## src/rtl/fifo_unpack_ctrl.sv

```systemverilog
// fifo_unpack_ctrl: accepts 32-bit words from the processor side, writes
// them into a 32-to-8 unpack FIFO and presents the bytes one at a time,
// little-endian, to a DMA channel until the programmed byte count is spent.
module fifo_unpack_ctrl #(
  parameter int CNT_W = 16
) (
  input  logic             clk,
  input  logic             rst_n,
  input  logic             start,
  input  logic             abort,
  input  logic [CNT_W-1:0] byte_count,
  input  logic [31:0]      word_in,
  input  logic             word_valid,
  output logic             word_ready,
  output logic [7:0]       byte_out,
  output logic             byte_valid,
  input  logic             byte_ready,
  output logic             fifo_write,
  output logic [31:0]      fifo_wdata,
  output logic [1:0]       fifo_read,
  input  logic [7:0]       fifo_rdata,
  output logic             busy,
  output logic             tc
);

  typedef enum logic [2:0] {
    S_IDLE,
    S_WAIT_WORD,
    S_FETCH,
    S_PRESENT,
    S_DONE
  } state_t;

  state_t           r_state;
  state_t           w_state_next;
  logic [CNT_W-1:0] r_remaining;
  logic [CNT_W-1:0] w_remaining_next;
  logic [1:0]       r_lane;
  logic [1:0]       w_lane_next;

  // State, remaining-byte counter and lane register with synchronous reset.
  always_ff @(posedge clk) begin
    if (!rst_n) begin
      r_state     <= S_IDLE;
      r_remaining <= '0;
      r_lane      <= 2'd0;
    end else begin
      r_state     <= w_state_next;
      r_remaining <= w_remaining_next;
      r_lane      <= w_lane_next;
    end
  end

  // Next-state logic: abort wins over every other transition out of a busy state.
  always_comb begin
    w_state_next     = r_state;
    w_remaining_next = r_remaining;
    w_lane_next      = r_lane;
    if (r_state != S_IDLE && abort) begin
      w_state_next = S_IDLE;
    end else begin
      case (r_state)
        S_IDLE: begin
          if (start) begin
            if (byte_count != '0) begin
              w_remaining_next = byte_count;
              w_lane_next      = 2'd0;
              w_state_next     = S_WAIT_WORD;
            end else begin
              w_state_next = S_DONE;
            end
          end
        end
        S_WAIT_WORD: begin
          if (word_valid) begin
            w_lane_next  = 2'd0;
            w_state_next = S_FETCH;
          end
        end
        S_FETCH: begin
          w_state_next = S_PRESENT;
        end
        S_PRESENT: begin
          if (byte_ready) begin
            // Saturating decrement: the counter never wraps below zero.
            if (r_remaining != '0) begin
              w_remaining_next = r_remaining - CNT_W'(1);
            end
            if (r_remaining == CNT_W'(1)) begin
              w_state_next = S_DONE;
            end else if (r_lane == 2'd3) begin
              w_state_next = S_WAIT_WORD;
            end else begin
              w_lane_next  = r_lane + 2'd1;
              w_state_next = S_FETCH;
            end
          end
        end
        S_DONE: begin
          w_state_next = S_IDLE;
        end
        default: begin
          w_state_next = S_IDLE;
        end
      endcase
    end
  end

  // Outputs decode from state; gated by rst_n so they read zero while reset is held.
  always_comb begin
    word_ready = 1'b0;
    fifo_write = 1'b0;
    byte_valid = 1'b0;
    byte_out   = 8'h00;
    busy       = 1'b0;
    tc         = 1'b0;
    fifo_wdata = word_in;
    fifo_read  = r_lane;
    if (rst_n) begin
      busy = (r_state != S_IDLE);
      case (r_state)
        S_WAIT_WORD: begin
          word_ready = 1'b1;
          // The FIFO write still fires under abort; the word is simply dropped.
          fifo_write = word_valid;
        end
        S_PRESENT: begin
          byte_valid = 1'b1;
          byte_out   = fifo_rdata;
        end
        S_DONE: begin
          tc = 1'b1;
        end
        default: begin
        end
      endcase
    end
  end

endmodule

```

## config.mk

```make
export PLATFORM = sky130hd
export DESIGN_NAME = fifo_unpack_ctrl
export DESIGN_NICKNAME = d
export VERILOG_FILES = /design/src/rtl/fifo_unpack_ctrl.sv
export SDC_FILE = /design/constraint.sdc
export NUM_CORES = 1
export LEC_CHECK = 0
export ABC_AREA = 0
export BUFFER_PORTS_ARGS = -buffer_cell sky130_fd_sc_hd__buf_4
export CAP_MARGIN = 20
export CELL_PAD_IN_SITES_DETAIL_PLACEMENT = 1
export CELL_PAD_IN_SITES_GLOBAL_PLACEMENT = 2
export CORE_MARGIN = 4
export CORE_UTILIZATION = 24
export CTS_CLUSTER_DIAMETER = 50
export DETAILED_ROUTE_END_ITERATION = 6
export PLACE_DENSITY_LB_ADDON = 0.05
export SLEW_MARGIN = 15
export SYNTH_ARGS = -nofsm -noshare
export SYNTH_HDL_FRONTEND = slang
export SYNTH_SLANG_ARGS = --single-unit
```

## constraint.sdc

```tcl
create_clock -name clk -period 5.7 [get_ports clk]
set_input_delay 1.14 -clock clk [delete_from_list [all_inputs] [get_ports clk]]
set_output_delay 1.14 -clock clk [all_outputs]
set_load 0.03 [all_outputs]
```

==> flow_metrics.py <==
metrics = {
    "synthesis": {
        "synth_compound_area_share_pct": 25.1,
        "synth_seq_cells": 21,
        "seq_area_frac_synth_pct": 22.5,
        "yosysWarningCount": 0,
        "yosys.area.top_type": "dfxtp_1",
        "syn_area_um2": 1870,
        "async_flop_share_pct": 0,
        "syn_inst": 249,
        "synth_edf_count": 0,
        "ys_top_cells_by_count": "buf_4, nor2_1, dfxtp_1",
        "dominantRegCellSynth": "dfxtp_1",
        "synthAdderAreaFrac_pct": 2.01,
        "synth_top_family_by_area": "simple AND/OR/NAND/NOR gates",
        "muxShareOfSynthArea_pct": 2.28,
        "syn_nets": 314,
        "synthSimpleGateAreaFrac_pct": 29.7,
        "synth_xor_area_share_pct": 0,
        "synth.most_common_cell": "buf_4",
        "synth_top_area_share_pct": 22.5,
        "synth.distinct_cells": 54,
        "syn_area_per_cell_um2": 7.50,
        "synth_area_leaders": "dfxtp_1, buf_4, nor2_1, o311ai_0, o31ai_1",
    },
    "sta": {
        "fin_tns_setup_ns": 0,
        "slew_violations": 0,
        "skew_ns": 0.00719,
        "rsz0062_at_grt": "no",
        "tightest_slew_ns": 0.841,
        "setup_violations": 0,
        "finalHoldViolCount": 0,
        "fin_ws_ns": 1.73,
        "maxClockFrequency_mhz": 252,
        "period_share_pct": 69.7,
        "maxSlewHeadroom_pct": 43.9,
        "post-route-min-period_ns": 3.97,
    },
    "critical_path": {
        "worstReg2RegStart": "r_remaining[0]$_SDFFE_PN0P_",
        "rrSetupSlack_ns": 3.08,
        "crit_arrival_ns": 2.83,
        "start_kind": "input pin",
        "r2r-end": "r_remaining[0]$_SDFFE_PN0P_",
        "reg2regPathDepth": 7,
        "cp.required_ns": 4.56,
        "critPathMaxFanout": 21,
        "cp-end-kind": "output pin",
        "crit_type": "input pin to output pin",
    },
    "floorplan": {
        "rows": 31,
        "die_h_um": 96.2,
        "start_util_pct": 25.2,
        "die-area_um2": 9250,
        "core-area_um2": 7410,
        "ios": 109,
        "die_x_um": 96.2,
    },
    "clock_tree": {
        "clock_latency_ns": 0.27,
        "clockRootBuffer": "clkbuf_8",
        "clk_path_buf_depth": 2,
        "cts_buffers": 3,
        "clk_pin_slew_worst_paths_ns": 0.09,
        "clock_sinks": 21,
        "cts.repair.resized": 0,
        "tritoncts": "done",
        "post_cts_buffers": 0,
        "holdBufCountCts": 0,
        "htree_levels": 1,
    },
    "power": {
        "power.density_nw_per_um2": 208,
        "ir_drop_mv": 0.0870,
        "leakage_nw": 0.814,
    },
    "final_layout": {
        "drive_above_1_share_pct": 25.6,
        "final_cells": 349,
        "nNetsFinal": 316,
        "area_delta_synth_final_pct": 9.99,
        "antenna_cells": 0,
        "fin_area_um2": 2050,
        "final_util_pct": 27.7,
    },
    "place": {
        "place_hpwl_um": 4590,
        "gp_congestion": 0.732,
        "place_ws_ns": 1.66,
        "dp.cells": 345,
        "placed_cell_area_um2": 2010,
        "io_buffers": 44,
    },
    "global_route": {
        "grtUsageMet1_pct": 17.5,
        "use_met3_pct": 2.19,
        "antenna_found_initial": 0,
        "grt_max_degree": 40,
        "grt_first_pass_wirelength_um": 9930,
        "grt.total_usage_pct": 13.6,
        "grt_busiest_layer": "met2",
        "grtUsageMet2_pct": 23.6,
        "first_global_vias": 1937,
        "overflow": 0,
    },
    "job": {
        "maxCapViolCount": 0,
    },
    "worst_hold_path": {
        "hold_end": "r_remaining[14]$_SDFFE_PN0P_",
        "holdPathStages": 2,
        "hold_path_class": "register to register",
        "hp-start": "r_remaining[14]$_SDFFE_PN0P_",
    },
    "drt": {
        "wl_per_cell_um": 17.8,
        "drcViolationCount": 0,
        "dr.pass1.iters": 4,
        "vias_per_cell": 5.32,
        "antenna_left": 0,
        "num_vias": 1855,
        "totalWireLength_um": 6220,
        "drt_iter0_drc": 37,
    },
    "outcome": {
        "status": "completed",
    },
}
## area by class of cell
class	count	area, um2
Fill cell	914	5360
Multi-Input combinational cell	174	1100
Sequential cell	21	420
Timing Repair Buffer	45	338
Tap cell	99	124
Clock inverter	1	5.00
Clock buffer	3	41.3
Inverter	6	22.5
## worst max path at each step
stage	startpoint	end	slack [ns]	cells after the start
2_1_floorplan	rst_n	fifo_write	1.84	3
3_3_place_gp	rst_n	byte_out[2]	1.74	5
3_5_place_dp	rst_n	byte_out[4]	1.66	5
4_1_cts	rst_n	byte_out[4]	1.67	5
5_1_grt	rst_n	byte_out[5]	1.48	5
6_report	rst_n	byte_out[4]	1.73	5
## critical path, cell delays in order
cell and delay [ns]:
buf_4 0.24, inv_1 0.33, nor3_1 0.74, and2_1 0.22, buf_4 0.16
## sequential cells by signal, indices dropped and copies added, names as in the netlist
register and cells:
fifo_read 2, r_remaining 16, r_state 3
## metal layers
metal  part of all wire [%]  vias up
li1                       -      889
met1                     46      909
met2                     48       49
met3                    4.6        8
met4                   0.61        0
met5                      0        -
## logic make-up (layout without fill, tap and decap cells)
group | count (synthesis) | count (layout)
multiplexers | 4 | 4
adder cells (fa/ha/maj) | 3 | 3
buffers and inverters | 54 | 55
AO/OA/AOI/OAI | 68 | 68
AND/OR/NAND/NOR | 99 | 99
flip-flops | 21 | 21
## placed cells by master, fill, tap and decap left out, types with 7 or more instances in the layout
| master | count |
|---|---|
| nor4_1 | 7 |
| nand2_1 | 17 |
| buf_4 | 45 |
| and2_1 | 10 |
| o21ai_0 | 8 |
| nor2_1 | 23 |
| a21oi_1 | 13 |
| nor3_1 | 12 |
| o311ai_0 | 9 |
| dfxtp_1 | 21 |
| o31ai_1 | 9 |
## report_power, final
| part | internal, mW | switching (mW) |
|---|---|---|
| Combinational | 0.0576 | 0.0843 |
| Clock | 0.0490 | 0.0608 |
| Sequential | 0.158 | 0.0164 |
## through the flow
step | hold WS (ns) | power (mW)
5_1_grt | 0.523 | 0.453
4_1_cts | 0.489 | 0.432
2_1_floorplan | 0.445 | 0.313
3_5_place_dp | 0.475 | 0.320
6_report | 0.487 | 0.426
3_3_place_gp | 0.482 | 0.323
No activity file was read; power rests on OpenSTA's default activity.
